## src/rtl/uiq_pkg.sv

```systemverilog
// Shared issue-queue / writeback definitions: FU indices, tag width and the
// packed result record carried from an FU to the broadcast bus.
package uiq_pkg;

  localparam int AR_SIZE  = 7;
  localparam int FU_ARRAY = 3;
  localparam int FU_SIZE  = 2;

  localparam int FU_ALU0 = 0;
  localparam int FU_ALU1 = 1;
  localparam int FU_MEM  = 2;

  typedef struct packed {
    logic [AR_SIZE-1:0] tag;
    logic [31:0]        value;
  } wb_result_t;

endpackage

```

## src/rtl/wb_result_fifo.sv

```systemverilog
// Small circular result buffer for one FU. Pushes while full and pops while
// empty are ignored, so the count always stays within 0..DEPTH.
module wb_result_fifo #(
  parameter  int WIDTH = 39,
  parameter  int DEPTH = 2,
  localparam int PTR_W = (DEPTH > 1) ? $clog2(DEPTH) : 1,
  localparam int CNT_W = $clog2(DEPTH + 1)
) (
  input  logic             clk,
  input  logic             rst,
  input  logic             push,
  input  logic [WIDTH-1:0] push_data,
  input  logic             pop,
  output logic [WIDTH-1:0] head_data,
  output logic [CNT_W-1:0] count,
  output logic             full,
  output logic             empty
);

  logic [WIDTH-1:0] mem [DEPTH];
  logic [PTR_W-1:0] wr_ptr;
  logic [PTR_W-1:0] rd_ptr;
  logic             push_ok;
  logic             pop_ok;

  function automatic logic [PTR_W-1:0] ptr_inc(input logic [PTR_W-1:0] p);
    return (p == PTR_W'(DEPTH - 1)) ? '0 : p + 1'b1;
  endfunction

  assign full      = (count == CNT_W'(DEPTH));
  assign empty     = (count == '0);
  assign push_ok   = push && !full;
  assign pop_ok    = pop && !empty;
  assign head_data = mem[rd_ptr];

  always_ff @(posedge clk) begin
    if (push_ok) mem[wr_ptr] <= push_data;
  end

  always_ff @(posedge clk) begin
    if (rst) begin
      wr_ptr <= '0;
      rd_ptr <= '0;
      count  <= '0;
    end else begin
      if (push_ok) wr_ptr <= ptr_inc(wr_ptr);
      if (pop_ok)  rd_ptr <= ptr_inc(rd_ptr);
      case ({push_ok, pop_ok})
        2'b10:   count <= count + 1'b1;
        2'b01:   count <= count - 1'b1;
        default: count <= count;
      endcase
    end
  end

endmodule

```

## src/rtl/writeback_arbiter.sv

```systemverilog
// Per-FU result FIFOs feeding one round-robin broadcast bus (UIQ wakeup + ROB).
// Define WB_BYPASS_EN to let an idle FU's fresh result skip its FIFO.
module writeback_arbiter #(
  parameter int FU_ARRAY   = uiq_pkg::FU_ARRAY,
  parameter int FU_SIZE    = uiq_pkg::FU_SIZE,
  parameter int AR_SIZE    = uiq_pkg::AR_SIZE,
  parameter int FIFO_DEPTH = 2
) (
  input  logic                      clk,
  input  logic                      rst,
  input  logic [FU_ARRAY-1:0]       fu_valid_in,
  input  logic [FU_ARRAY*AR_SIZE-1:0] fu_tag_in,
  input  logic [FU_ARRAY*32-1:0]    fu_value_in,
  output logic [FU_ARRAY-1:0]       fu_ready_out,
  output logic                      reg_valid_out,
  output logic [AR_SIZE-1:0]        reg_tag_out,
  output logic [31:0]               reg_value_out,
  output logic [FU_SIZE-1:0]        reg_fu_out,
  output logic                      overflow_err_out
);

  localparam int RES_W = AR_SIZE + 32;
  localparam int CNT_W = $clog2(FIFO_DEPTH + 1);

  logic [RES_W-1:0]    in_data    [FU_ARRAY];
  logic [RES_W-1:0]    fifo_head  [FU_ARRAY];
  logic [CNT_W-1:0]    fifo_count [FU_ARRAY];
  logic [FU_ARRAY-1:0] fifo_full;
  logic [FU_ARRAY-1:0] fifo_empty;
  logic [FU_ARRAY-1:0] tag_nz;
  logic [FU_ARRAY-1:0] byp_cand;
  logic [FU_ARRAY-1:0] cand;
  logic [FU_ARRAY-1:0] push;
  logic [FU_ARRAY-1:0] pop;
  logic [FU_SIZE-1:0]  rr_ptr;
  logic [FU_SIZE-1:0]  grant_idx;
  logic                grant_valid;
  logic [RES_W-1:0]    grant_data;

  // Handshake: FU i's result transfers on a cycle where fu_valid_in[i] and
  // fu_ready_out[i] are both high; ready depends only on registered counts.
  always_comb begin
    for (int i = 0; i < FU_ARRAY; i++) begin
      in_data[i]      = {fu_tag_in[i*AR_SIZE +: AR_SIZE], fu_value_in[i*32 +: 32]};
      tag_nz[i]       = |fu_tag_in[i*AR_SIZE +: AR_SIZE];
      fu_ready_out[i] = !rst && (fifo_count[i] < CNT_W'(FIFO_DEPTH));
    end
  end

`ifdef WB_BYPASS_EN
  assign byp_cand = fifo_empty & fu_valid_in & fu_ready_out & tag_nz;
`else
  assign byp_cand = '0;
`endif

  assign cand = ~fifo_empty | byp_cand;

  // First candidate at or after the pointer, then wrap to those below it.
  always_comb begin
    grant_valid = 1'b0;
    grant_idx   = rr_ptr;
    grant_data  = '0;
    for (int i = 0; i < FU_ARRAY; i++) begin
      if (!grant_valid && cand[i] && (FU_SIZE'(i) >= rr_ptr)) begin
        grant_valid = 1'b1;
        grant_idx   = FU_SIZE'(i);
        grant_data  = fifo_empty[i] ? in_data[i] : fifo_head[i];
      end
    end
    for (int i = 0; i < FU_ARRAY; i++) begin
      if (!grant_valid && cand[i] && (FU_SIZE'(i) < rr_ptr)) begin
        grant_valid = 1'b1;
        grant_idx   = FU_SIZE'(i);
        grant_data  = fifo_empty[i] ? in_data[i] : fifo_head[i];
      end
    end
  end

  // Tag 0 completes the handshake but is never stored; a bypassed result is
  // granted straight from the input and must not also be enqueued.
  always_comb begin
    for (int i = 0; i < FU_ARRAY; i++) begin
      pop[i]  = grant_valid && (grant_idx == FU_SIZE'(i)) && !fifo_empty[i];
      push[i] = fu_valid_in[i] && fu_ready_out[i] && tag_nz[i] &&
                !(grant_valid && (grant_idx == FU_SIZE'(i)) && fifo_empty[i]);
    end
  end

  for (genvar i = 0; i < FU_ARRAY; i++) begin : g_fifo
    wb_result_fifo #(
      .WIDTH (RES_W),
      .DEPTH (FIFO_DEPTH)
    ) u_fifo (
      .clk       (clk),
      .rst       (rst),
      .push      (push[i]),
      .push_data (in_data[i]),
      .pop       (pop[i]),
      .head_data (fifo_head[i]),
      .count     (fifo_count[i]),
      .full      (fifo_full[i]),
      .empty     (fifo_empty[i])
    );
  end

  always_ff @(posedge clk) begin
    if (rst) begin
      rr_ptr           <= '0;
      reg_valid_out    <= 1'b0;
      reg_tag_out      <= '0;
      reg_value_out    <= '0;
      reg_fu_out       <= '0;
      overflow_err_out <= 1'b0;
    end else begin
      if (grant_valid) begin
        rr_ptr        <= (grant_idx == FU_SIZE'(FU_ARRAY - 1)) ? '0 : grant_idx + 1'b1;
        reg_valid_out <= 1'b1;
        {reg_tag_out, reg_value_out} <= grant_data;
        reg_fu_out    <= grant_idx;
      end else begin
        reg_valid_out <= 1'b0;
        reg_tag_out   <= '0;
        reg_value_out <= '0;
      end
      if (|(fu_valid_in & fifo_full)) overflow_err_out <= 1'b1;
    end
  end

endmodule

```

## config.mk

```make
export PLATFORM = sky130hd
export DESIGN_NAME = writeback_arbiter
export DESIGN_NICKNAME = d
export VERILOG_FILES = /design/src/rtl/uiq_pkg.sv /design/src/rtl/wb_result_fifo.sv /design/src/rtl/writeback_arbiter.sv
export SDC_FILE = /design/constraint.sdc
export NUM_CORES = 1
export LEC_CHECK = 0
export CAP_MARGIN = 30
export CORE_ASPECT_RATIO = 0.5
export CORE_UTILIZATION = 39
export CTS_BUF_LIST = sky130_fd_sc_hd__clkbuf_4
export DETAILED_ROUTE_END_ITERATION = 7
export SLEW_MARGIN = 10
export SYNTH_ARGS = -nofsm -noshare
export SYNTH_HDL_FRONTEND = slang
export SYNTH_HIERARCHICAL = 1
export SYNTH_SLANG_ARGS = --single-unit
```

## constraint.sdc

```tcl
create_clock -name clk -period 2.76 [get_ports clk]
set_clock_uncertainty 0.15 [all_clocks]
set_input_delay 0.552 -clock clk [delete_from_list [all_inputs] [get_ports clk]]
set_output_delay 0.552 -clock clk [all_outputs]
set_load 0.01 [all_outputs]
```

==> impl_metrics.env, run 1 <==
export IMPL_outcome="complete, no violations"
export IMPL_grt_pass1_vias=8018
export IMPL_synth_ff_type="edfxtp_1"
export IMPL_antenna_found_initial=2
export IMPL_power_frac_seq_pct=43.2
export IMPL_drtIter0Drc=632
export IMPL_rsz0062_at_grt="no"
export IMPL_dieArea_sq_um=31300
export IMPL_pwr_share_comb_pct=28.7
export IMPL_final_hold_viol_count=0
export IMPL_final_cells=1491
export IMPL_leakage_nw=5.13
export IMPL_cts_buffer_depth=3
export IMPL_synthCells=806
export IMPL_end_kind="primary output"
export IMPL_cts_tree="done"
export IMPL_p_per_area_nw_per_um2=825
export IMPL_yosysUniqueCellTypes=62
export IMPL_cts_num_sinks=294
export IMPL_drtAntennaViolNets=0
export IMPL_syn_area_per_cell_sq_um=14.8
export IMPL_ys_seq_area_share_pct=69.1
export IMPL_nNetsFinal=1170
export IMPL_drive_above_1_share_pct=28.9
export IMPL_slew_headroom_pct=68.4
export IMPL_crit_fanout=6
export IMPL_place_congestion=0.852
export IMPL_die_w_um=249
export IMPL_via_per_inst=5.27
export IMPL_timing_final_max_slew_violations=0
export IMPL_clock_latency_ns=0.73
export IMPL_synthArstFlopShare_pct=0
export IMPL_routed_wl_mm=31.2
export IMPL_hp_class="in -> reg"
export IMPL_die_y_um=126
export IMPL_vdd_drop_max_v=0.000492
export IMPL_ios=168
export IMPL_ctsRootBufferMaster="clkbuf_4"
export IMPL_cp_arrival_ns=2.01
export IMPL_start_util_pct=40.4
export IMPL_dp_final_hpwl_mm=21.0
export IMPL_io_buffer_count=167
export IMPL_grt_max_degree=37
export IMPL_p_sw_mw=3.90
export IMPL_ys_ff_latch=294
export IMPL_cts_made_buffers=69
export IMPL_crit_required_ns=2.06
export IMPL_core_rowCount=44
export IMPL_tightest_slew_ns=0.473
export IMPL_switching_share_pct=30.9
export IMPL_layout_common_cells="234 x edfxtp_1, 166 x clkdlybuf4s50_1, 117 x mux2_2, 112 x clkbuf_4, 57 x dfxtp_1"
export IMPL_yosysWarnings=6
export IMPL_max_freq_mhz=369
export IMPL_period_needed_ns=2.71
export IMPL_p_clk_share_pct=28.1
export IMPL_syn_num_nets=931
export IMPL_grt_usage_pct=20.1
export IMPL_firstDrtPassIters=5
export IMPL_post_cts_buffers=0
export IMPL_synth_edf_count=234
export IMPL_grt_overflow=0
export IMPL_p_int_mw=8.72
export IMPL_drcViolationCount=0
export IMPL_dp_cells=1364
export IMPL_critPathLaunchType="input pin"
export IMPL_clk_pin_slew_ns=0.08
export IMPL_core_area_sq_um=29500
export IMPL_num_vias=7856
export IMPL_wl_per_cell_um=20.9
export IMPL_holdWs_ns=0.254
export IMPL_path_class="in -> out"
export IMPL_final_common_cell="edfxtp_1"
export IMPL_finalCritPeriodShare_pct=98.1
export IMPL_synthToLayoutAreaGrowth_pct=28.4
export IMPL_synth_top_area_share_pct=59.0
export IMPL_yosysTopAreaCell="edfxtp_1"
export IMPL_ys_top_cells_by_area="edfxtp_1 59%, mux2_2 11%, dfxtp_1 10%, a21oi_1 1.6%, nand2_1 1.4%"
export IMPL_synth_area_sq_um=11900
export IMPL_grt_pass1_wl_mm=46.9
export IMPL_setup_viol=0
export IMPL_max_cap_viol_count=0
export IMPL_htreeDepth=3
[synthesized netlist by cell type, types with 4 or more instances]
master,number
o21a_1,5
a41oi_1,8
inv_1,12
o32ai_1,4
a31oi_1,9
nor4b_1,7
buf_2,32
xnor2_1,6
o22ai_1,5
a22oi_1,13
mux2_2,117
buf_4,5
a21oi_1,39
nor2_1,43
or2_2,8
nand2b_1,9
clkbuf_1,7
or3_1,6
nand3b_1,4
o221ai_1,5
dfxtp_1,60
edfxtp_1,234
a21o_1,4
a221oi_1,12
o21ai_0,23
nand2_1,46
nor3_1,9
a222oi_1,10
nor2b_1,8
[state kept, by name (all words and copies together) (netlist names), named ones only]
| register | cells |
|---|---|
| g_fifo.u_fifo/mem | 234 |
| reg_valid_out | 1 |
| g_fifo.u_fifo/count | 6 |
| reg_value_out | 32 |
| overflow_err_out | 1 |
| g_fifo.u_fifo/rd_ptr | 3 |
| reg_fu_out | 2 |
| reg_tag_out | 7 |
| rr_ptr | 2 |
| g_fifo.u_fifo/wr_ptr | 3 |
[through the flow]
stage | power, mW | setup TNS, ns | utilization (%) | cell area, sq um | setup slack [ns]
final | 12.6 | 0 | 51.8 | 15300 | 0.0511
after global routing | 13.2 | 0 | 51.8 | 15300 | 0.0304
after CTS | 12.7 | 0 | 51.8 | 15300 | 0.0497
after detailed placement | 9.15 | -0.160 | 48.8 | 14400 | -0.0184
after global placement | 9.09 | -0.0306 | 48.8 | 14400 | -0.00394
after floorplan | 7.63 | 0 | - | 11900 | 0.0109
[worst max-delay path: stages]
cell and delay, ns:
dlygate4sd3_1 0.53, buf_2 0.16, nor2_1 0.19, clkdlybuf4s50_1 0.57
[cell type report]
type | count | area, sq um
antenna | 2 | 5.00
clock buffer | 112 | 841
clock inverter | 12 | 47.5
fill | 2533 | 14200
inverter | 15 | 60.1
multi-input combinational | 452 | 3440
sequential | 294 | 8230
tap | 391 | 489
timing repair buffer | 213 | 2180
[cell families (layout without fill, tap and decap cells)]
logic type,Yosys count,after routing,synth area share (%)
multiplexers,118,118,11.1
AND/OR/NAND/NOR,167,167,7.37
XOR/XNOR,9,9,0.662
adder cells (fa/ha/maj),3,3,0.315
buffers and inverters,60,352,2.38
flip-flops,294,294,69.1
AO/OA/AOI/OAI,155,155,9.05
other,0,2,0
[metal layers]
metal / share of wire, % / track usage, %
met1: 46 / 27.3
met2: 47 / 31.9
met3: 5.4 / 5.10
met4: 1.6 / 5.88
met5: 0 / 0
[repair_timing]
action,CTS,global route
hold buffers,1,0
resized for setup,0,0
setup endpoints to repair,0,0
hold endpoints to repair,1,0
[power groups by stage]
| stage | Clock [mW] | Combinational [mW] | Sequential [mW] |
|---|---|---|---|
| after detailed placement | 0 | 3.60 | 5.55 |
| after global placement | 0 | 3.56 | 5.53 |
| after global routing | 3.86 | 3.89 | 5.49 |
| final | 3.54 | 3.62 | 5.45 |
| after CTS | 3.64 | 3.62 | 5.45 |
| after floorplan | 0 | 2.08 | 5.55 |
[final timing paths]
kind | from | end | slack, ns | cells past startpoint
max | rst | fu_ready_out[1] | 0.05 | 4
min | fu_value_in[45] | g_fifo[1].u_fifo/mem[0][13] | 0.25 | 1
max reg2reg | g_fifo[2].u_fifo/count[1] | g_fifo[0].u_fifo/count[1] | 0.30 | 8
min reg2reg | g_fifo[2].u_fifo/wr_ptr | g_fifo[2].u_fifo/wr_ptr | 0.34 | 2
No activity file was read; power rests on OpenSTA's default activity.
==> run 2: changes to the inputs <==
- GPL_TIMING_DRIVEN: unset -> 0
==> run 2 against run 1 <==
Clock-buffer cell count increased by 4. Sequential cell count unchanged. Critical path type is now reg -> out. Critical endpoint is now fu_ready_out[2]. Non-clock buffer count increased by 9. Highest routed layer unchanged. Sequential share of layout area increased by 0.13 points. Largest power group unchanged. Worst hold slack got worse by 0.20 ns.
==> impl_metrics.env, run 2 (synthesized netlist as in run 1, its figures left out) <==
export IMPL_crit_chain="nor2_1 > clkdlybuf4s50_1"
export IMPL_max_freq_mhz=382
export IMPL_fillers=2522
export IMPL_regMostFlops="g_fifo.u_fifo/mem"
export IMPL_io_buffer_count=167
export IMPL_power_frac_seq_pct=41.7
export IMPL_hp_class="in -> reg"
export IMPL_vdd_drop_max_v=0.000361
export IMPL_slew_headroom_pct=52.7
export IMPL_cts_buffer_depth=3
export IMPL_grt_pass1_wl_mm=49.7
export IMPL_dp_slack_ns=-1.38
export IMPL_path_class="reg -> out"
export IMPL_holdWs_ns=0.0587
export IMPL_clk_pin_slew_ns=0.07
export IMPL_placed_area_sq_um=14200
export IMPL_num_vias=8030
export IMPL_top_regs="g_fifo.u_fifo/mem: 234 flops, reg_value_out: 32 flops, reg_tag_out: 7 flops"
export IMPL_seq_area_sq_um=8230
export IMPL_via_per_inst=5.34
export IMPL_switching_share_pct=31.3
export IMPL_synthToLayoutAreaGrowth_pct=28.0
export IMPL_start_util_pct=40.4
export IMPL_drive_above_1_share_pct=29.1
export IMPL_timing_final_max_slew_violations=0
export IMPL_cts_tree="done"
export IMPL_final_common_cell="edfxtp_1"
export IMPL_p_sw_mw=4.05
export IMPL_power_mw=12.9
export IMPL_nNetsFinal=1179
export IMPL_max_stage_delay_ns=0.57
export IMPL_outcome="complete, no violations"
export IMPL_final_cells=1503
export IMPL_crit_buf_inv=1
export IMPL_post_route_util_pct=51.7
export IMPL_core_area_sq_um=29500
export IMPL_drtIter0Drc=682
export IMPL_dieArea_sq_um=31300
export IMPL_hold_end="g_fifo[0].u_fifo/count[0]"
export IMPL_ios=168
export IMPL_drcViolationCount=0
export IMPL_finalWorstSetupSlack_ns=0.144
export IMPL_dp_final_hpwl_mm=22.7
export IMPL_place_congestion=0.962
export IMPL_grt_pass1_vias=8173
export IMPL_grt_usage_pct=21.8
export IMPL_antenna_found_initial=1
export IMPL_grt_overflow=0
export IMPL_multi_input_area_sq_um=3440
export IMPL_final_hold_viol_count=0
export IMPL_routed_wl_mm=33.7
export IMPL_finalCritPeriodShare_pct=94.8
export IMPL_rrSetupSlack_ns=0.16
export IMPL_drtAntennaViolNets=0
export IMPL_cp_top_family="buffers and inverters"
export IMPL_die_y_um=126
export IMPL_period_needed_ns=2.62
export IMPL_clock_latency_ns=0.77
export IMPL_htreeDepth=3
export IMPL_cts_made_buffers=69
export IMPL_tightest_slew_ns=0.709
export IMPL_crit_fanout=6
export IMPL_grt_max_degree=27
export IMPL_max_cap_viol_count=0
export IMPL_pwr_share_comb_pct=29.5
export IMPL_core_rowCount=44
export IMPL_cts_num_sinks=294
export IMPL_rsz0062_at_grt="no"
export IMPL_layout_common_cells="234 x edfxtp_1, 166 x clkdlybuf4s50_1, 117 x clkbuf_4, 117 x mux2_2, 60 x dfxtp_1"
export IMPL_p_per_area_nw_per_um2=848
export IMPL_crit_cells=2
export IMPL_worstRegToRegCells=8
export IMPL_p_int_mw=8.88
export IMPL_largest_reg_flops=234
export IMPL_end_kind="primary output"
export IMPL_die_w_um=249
export IMPL_cpMaxStageDelayCell="clkdlybuf4s50_1"
export IMPL_reg2reg_from="g_fifo[0].u_fifo/count[1]"
export IMPL_cp_arrival_ns=1.91
export IMPL_stdcell_area_sq_um=15200
export IMPL_p_clk_share_pct=28.8
export IMPL_critPathLaunchType="flip-flop"
export IMPL_dp_cells=1370
export IMPL_leakage_nw=5.16
export IMPL_final_setup_tns_ns=0
export IMPL_crit_required_ns=2.06
export IMPL_firstDrtPassIters=6
export IMPL_setup_viol=0
export IMPL_r2r_end="g_fifo[1].u_fifo/count[1]"
export IMPL_holdPathStages=2
export IMPL_hold_start="rst"
export IMPL_ctsRootBufferMaster="clkbuf_4"
export IMPL_wl_per_cell_um=22.4
==> run 2: changes by cell type in the layout (fill, tap and decap cells not counted), sizes merged, moves of 3 or more <==
cell    previous run  this run
clkbuf           112       123
clkinv            12         8
buf               46        49
inv               14        17
==> run 2: layout make-up <==
type | instances | share of cell area (%)
inverter | 15 | 0.394
tap | 391 | 3.21
clock inverter | 12 | 0.484
clock buffer | 116 | 5.71
sequential | 294 | 54.0
multi-input combinational | 452 | 22.6
buffer | 45 | 1.70
antenna | 1 | 0.0164
timing repair buffer | 177 | 12.0
==> run 2: how the worst max path moves through the flow <==
stage                              startpoint                     endpoint  slack, ns
detailed placement                        rst  g_fifo[2].u_fifo/mem[0][14]      -1.38
floorplan                                 rst   g_fifo[0].u_fifo/mem[0][0]       0.01
CTS                 g_fifo[1].u_fifo/count[1]    g_fifo[2].u_fifo/count[1]       0.01
global route                        rr_ptr[0]    g_fifo[2].u_fifo/count[1]      0.002
finish              g_fifo[2].u_fifo/count[1]              fu_ready_out[2]       0.14
global placement                          rst   g_fifo[1].u_fifo/mem[0][4]      -1.77
==> run 2: what timing repair did <==
item | 4_1_cts | 5_1_grt
pin swaps | 1 | 2
gates resized for setup | 17 | 8
gates cloned | 0 | 0
hold buffers | 0 | 0
setup buffers | 0 | 3
endpoints found under the hold margin | 0 | 0
setup endpoints to repair | 134 | 4
==> run 2: power by group through the flow <==
stage	Clock, mW	Combinational, mW	Sequential (mW)
after global placement	0	3.60	5.49
final	3.72	3.82	5.39
after floorplan	0	2.08	5.55
after global routing	4.03	4.08	5.43
after detailed placement	0	3.68	5.48
after CTS	3.80	3.75	5.39
==> run 2: layer usage <==
| metal | vias to the layer above | part of all wire [%] | global-route usage [%] |
|---|---|---|---|
| met3 | 51 | 6.5 | 5.45 |
| met5 | - | 0 | 0 |
| li1 | 3664 | - | - |
| met4 | 0 | 1.9 | 6.06 |
| met2 | 294 | 47 | 34.4 |
| met1 | 4021 | 45 | 29.9 |
==> variant 1, RTL diff (config.mk and constraints of run 1) <==
Build with the macro `WB_BYPASS_EN` defined.
--- a/src/rtl/writeback_arbiter.sv
+++ b/src/rtl/writeback_arbiter.sv
@@ -2,2 +2,4 @@
 // Define WB_BYPASS_EN to let an idle FU's fresh result skip its FIFO.
+`define WB_BYPASS_EN
+
 module writeback_arbiter #(
Behaviour: not the same (Yosys sat finds a counterexample within 4 cycles, from zero or initial values and one cycle with rst high).
==> variant 1 against run 1 <==
Synthesized cell count increased by 32%. Fmax decreased by 8.6%. Sequential cell count unchanged. The run now ends with negative setup slack left. Setup slack got worse by 0.25 ns. Total power grew 1.9%. Area after synthesis up 16%. Largest power group unchanged. Cell count is 29% higher. Design area increased by 22%. Wire length grew 28%.
==> variant 1: results <==
group,metric,value,unit
global_routing,gr-usage-met3,5.29,%
routing,drt-pass1-iter-count,5,
finish,final-nonclk-buf-share,17.6,%
finish,stdcell_area,0.0187,mm²
timing,tightest_slew,0.827,ns
routing,drt_iter0_markers,586,
clock_tree,cts.repair.resized,35,
finish,multiInputGateArea,0.00551,mm²
synthesis,synth.distinct_cells,45,
power,vdd.ir_drop.worst,0.277,mV
finish,fill_cells,2978,
clock_tree,numCtsBuffers,74,
synthesis,ys_warn_count,6,
finish,clkCellAreaFrac,5.38,%
critical_path,slowest_delay,0.39,ns
synthesis,syn_nets,1186,
timing,setup_viol,111,
place,post_dp_cell_area,0.0169,mm²
finish,nNetsFinal,1503,
critical_path,r2r_slack,-0.20,ns
global_routing,grt_use_met2,35.4,%
finish,inv_count,14,
routing,viasPerCell,5.35,
synthesis,synthTopCellsByCount,"234 x edfxtp_1, 159 x mux2_2, 121 x nand2_1",
synthesis,synth_area,0.0138,mm²
global_routing,grt_pass1_wl,60100,µm
critical_path,cp-start-kind,"flip-flop",
clock_tree,postCtsSetupRepairBufs,18,
synthesis,synth-edff-count,234,
timing,fin_ws,-0.203,ns
routing,dr_wl_met2,19000,µm
finish,signal_buffers,312,
finish,n_antenna_cell,7,
finish,multi_input_gates,682,
critical_path,cp_top_family,"simple AND/OR/NAND/NOR gates",
place,globalplace.congestion,0.790,
global_routing,gr-usage-all-layers,22.1,%
power,switching_power,3.86,mW
power,pg_clk,3.93,mW
global_routing,grt_pass1_vias,10600,
power,p_leak,6.88,nW
outcome,outcome,"finished, violations left",
global_routing,antenna_found_initial,5,
synthesis,synthTopCellsByArea,"edfxtp_1 51%, mux2_2 13%, dfxtp_1 8.7%",
clock_tree,worstSkewPairLatency,0.75,ns
critical_path,critPathCapture,"g_fifo[1].u_fifo/mem[0][16]",
place,hpwl,26700,µm
routing,wl_met3,2450,µm
synthesis,synth_sequential_area_ratio,59.7,%
critical_path,worst_r2r_path_depth,12,
critical_path,critPathArrivalTime,3.27,ns
routing,drt-met1-wl,17600,µm
global_routing,grt_max_degree,48,
finish,clkbuf_count,122,
outcome,violations,"negative setup slack",
finish,seqCellArea,0.00824,mm²
power,intPower,8.99,mW
-- variant 1: cell types whose count changed in the layout (fill, tap and decap cells not counted), sizes merged, moves of 11 or more --
| cell | delta |
|---|---|
| a221oi | -11 |
| mux2i | +77 |
| mux2 | +42 |
| clkbuf | +16 |
| buf | +94 |
| a211oi | +70 |
| o22ai | +31 |
| nand2 | +74 |
| nor2 | +17 |
-- variant 1: stage by stage --
stage	cells	hold slack [ns]	setup WS (ns)
6_report	1922	0.0960	-0.203
3_3_place_gp	1739	0.344	-0.752
3_5_place_dp	1739	0.338	-0.771
2_1_floorplan	1061	0.306	-0.681
4_1_cts	1899	0.0379	-0.0848
5_1_grt	1922	0.0549	-0.272
-- variant 1: cell families after synthesis --
logic type	Yosys count	share of synthesized area, %
AOI/OAI and AO/OA	206	11.1
xor gates and xnor gates	9	0.572
adders and majority gates	3	0.272
buffers and inverters	85	2.67
DFF	294	59.7
muxes	237	18.7
and+or+nand+nor	227	7.06
==> variant 2, RTL diff (settings of run 1) <==
Made on the original files. Put one more register stage on the output `overflow_err_out`, with the module's reset. The value now appears one clock later. The other outputs are not delayed to match.
--- a/src/rtl/writeback_arbiter.sv
+++ b/src/rtl/writeback_arbiter.sv
@@ -23,2 +23,4 @@
   localparam int CNT_W = $clog2(FIFO_DEPTH + 1);
+
+  logic overflow_err_s0;
 
@@ -112,3 +114,3 @@
       reg_fu_out       <= '0;
-      overflow_err_out <= 1'b0;
+      overflow_err_s0 <= 1'b0;
     end else begin
@@ -124,3 +126,11 @@
       end
-      if (|(fu_valid_in & fifo_full)) overflow_err_out <= 1'b1;
+      if (|(fu_valid_in & fifo_full)) overflow_err_s0 <= 1'b1;
+    end
+  end
+
+  always_ff @(posedge clk) begin
+    if (rst) begin
+      overflow_err_out <= '0;
+    end else begin
+      overflow_err_out <= overflow_err_s0;
     end
Check against the original RTL: not equivalent (a bounded check fails within 4 cycles, from zero or initial values and one cycle with rst high).
==> variant 2 against run 1 <==
Via count decreased by 8.5%. Setup slack better by 0.12 ns. Global-route usage decreased by 0.13 points. Non-clock buffer count grew 5. Sequential power about the same. Combinational power shrank 11%. Wire length down 5.4%. Sequential cell count is 1 higher. Design area fell by 3.0%. Register-to-register slack got worse by 0.12 ns. Area after synthesis is 3.8% lower. Total power down 3.4%. Critical path type is now reg -> out.
==> variant 2: results <==
group,metric,value,unit
timing,tightest_slew,0.796,ns
critical_path,path_class,"reg -> out",
routing,routed_wl,29500,µm
routing,drt-met1-wl,13100,µm
hold_path,hold_end,"g_fifo[1].u_fifo/wr_ptr",
place,hpwl,19200,µm
finish,fill_cells,2376,
power,intPower,8.56,mW
routing,drt-pass1-iter-count,7,
power,vdd.ir_drop.worst,0.441,mV
timing,hold_ws,0.112,ns
critical_path,worstReg2RegStart,"g_fifo[2].u_fifo/count[0]",
global_routing,grt_use_met2,33.6,%
synthesis,synthTopCellsByCount,"234 x edfxtp_1, 117 x mux2_2, 61 x dfxtp_1",
power,comb_cell_power,3.23,mW
global_routing,grt_pass1_vias,7635,
clock_tree,cts.repair.resized,1,
synthesis,syn_nets,857,
critical_path,worst_r2r_path_depth,9,
routing,vias,7192,
place,post_dp_cell_area,0.0139,mm²
global_routing,gr-usage-met1,25.6,%
synthesis,synth.distinct_cells,50,
global_routing,gr-usage-all-layers,20.0,%
clock_tree,numCtsBuffers,68,
finish,instances_no_fill,1419,
routing,wl_met3,1600,µm
power,switching_power,3.62,mW
critical_path,critPathCapture,"fu_ready_out[2]",
synthesis,synthTopCellsByArea,"edfxtp_1 61%, mux2_2 11%, dfxtp_1 11%",
critical_path,critPathArrivalTime,1.89,ns
hold_path,min_path_cells,3,
global_routing,grt_pass1_wl,43700,µm
global_routing,grt_max_degree,40,
finish,nNetsFinal,1106,
routing,drt_iter0_markers,596,
outcome,outcome,"finished, final reports clean",
critical_path,worstPathMaxFanout,5,
power,p_leak,5.10,nW
hold_path,hold_start,"rst",
place,globalplace.congestion,0.844,
timing,period_needed,2.59,ns
critical_path,r2r_slack,0.18,ns
finish,seqCellArea,0.00825,mm²
finish,final_layout_size_suffix_gt1_share,30.1,%
critical_path,worstSetupStartpoint,"g_fifo[2].u_fifo/count[1]",
global_routing,gr-usage-met3,5.49,%
[variant 2: cell types whose count changed in the layout (fill, tap and decap cells not counted), moves of 10 or more]
| cell | delta |
|---|---|
| buf_4 | +10 |
| nor2_1 | +17 |
| nand2_1 | -26 |
| a222oi_1 | +13 |
| a21oi_1 | -15 |
[variant 2: kinds of logic after synthesis]
family	Yosys count	share of synthesized area [%]
XOR/XNOR	9	0.688
AO/OA/AOI/OAI	121	7.73
buffers and inverters	64	2.68
AND/OR/NAND/NOR	122	5.05
adder cells (fa/ha/maj)	3	0.327
flip-flops	295	71.9
multiplexers	118	11.6
[variant 2: area by class of cell]
cell class	instances	share of cell area, %
clock inverter	13	0.329
timing repair buffer	218	14.6
antenna	1	0.0169
tap	382	3.22
sequential	295	55.6
inverter	25	0.743
multi-input combinational	373	19.8
clock buffer	112	5.67
[variant 2: tightest hold or removal path, stage by stage]
cell and delay, ns:
buf_2 0.17, buf_4 0.17, a21oi_1 0.04
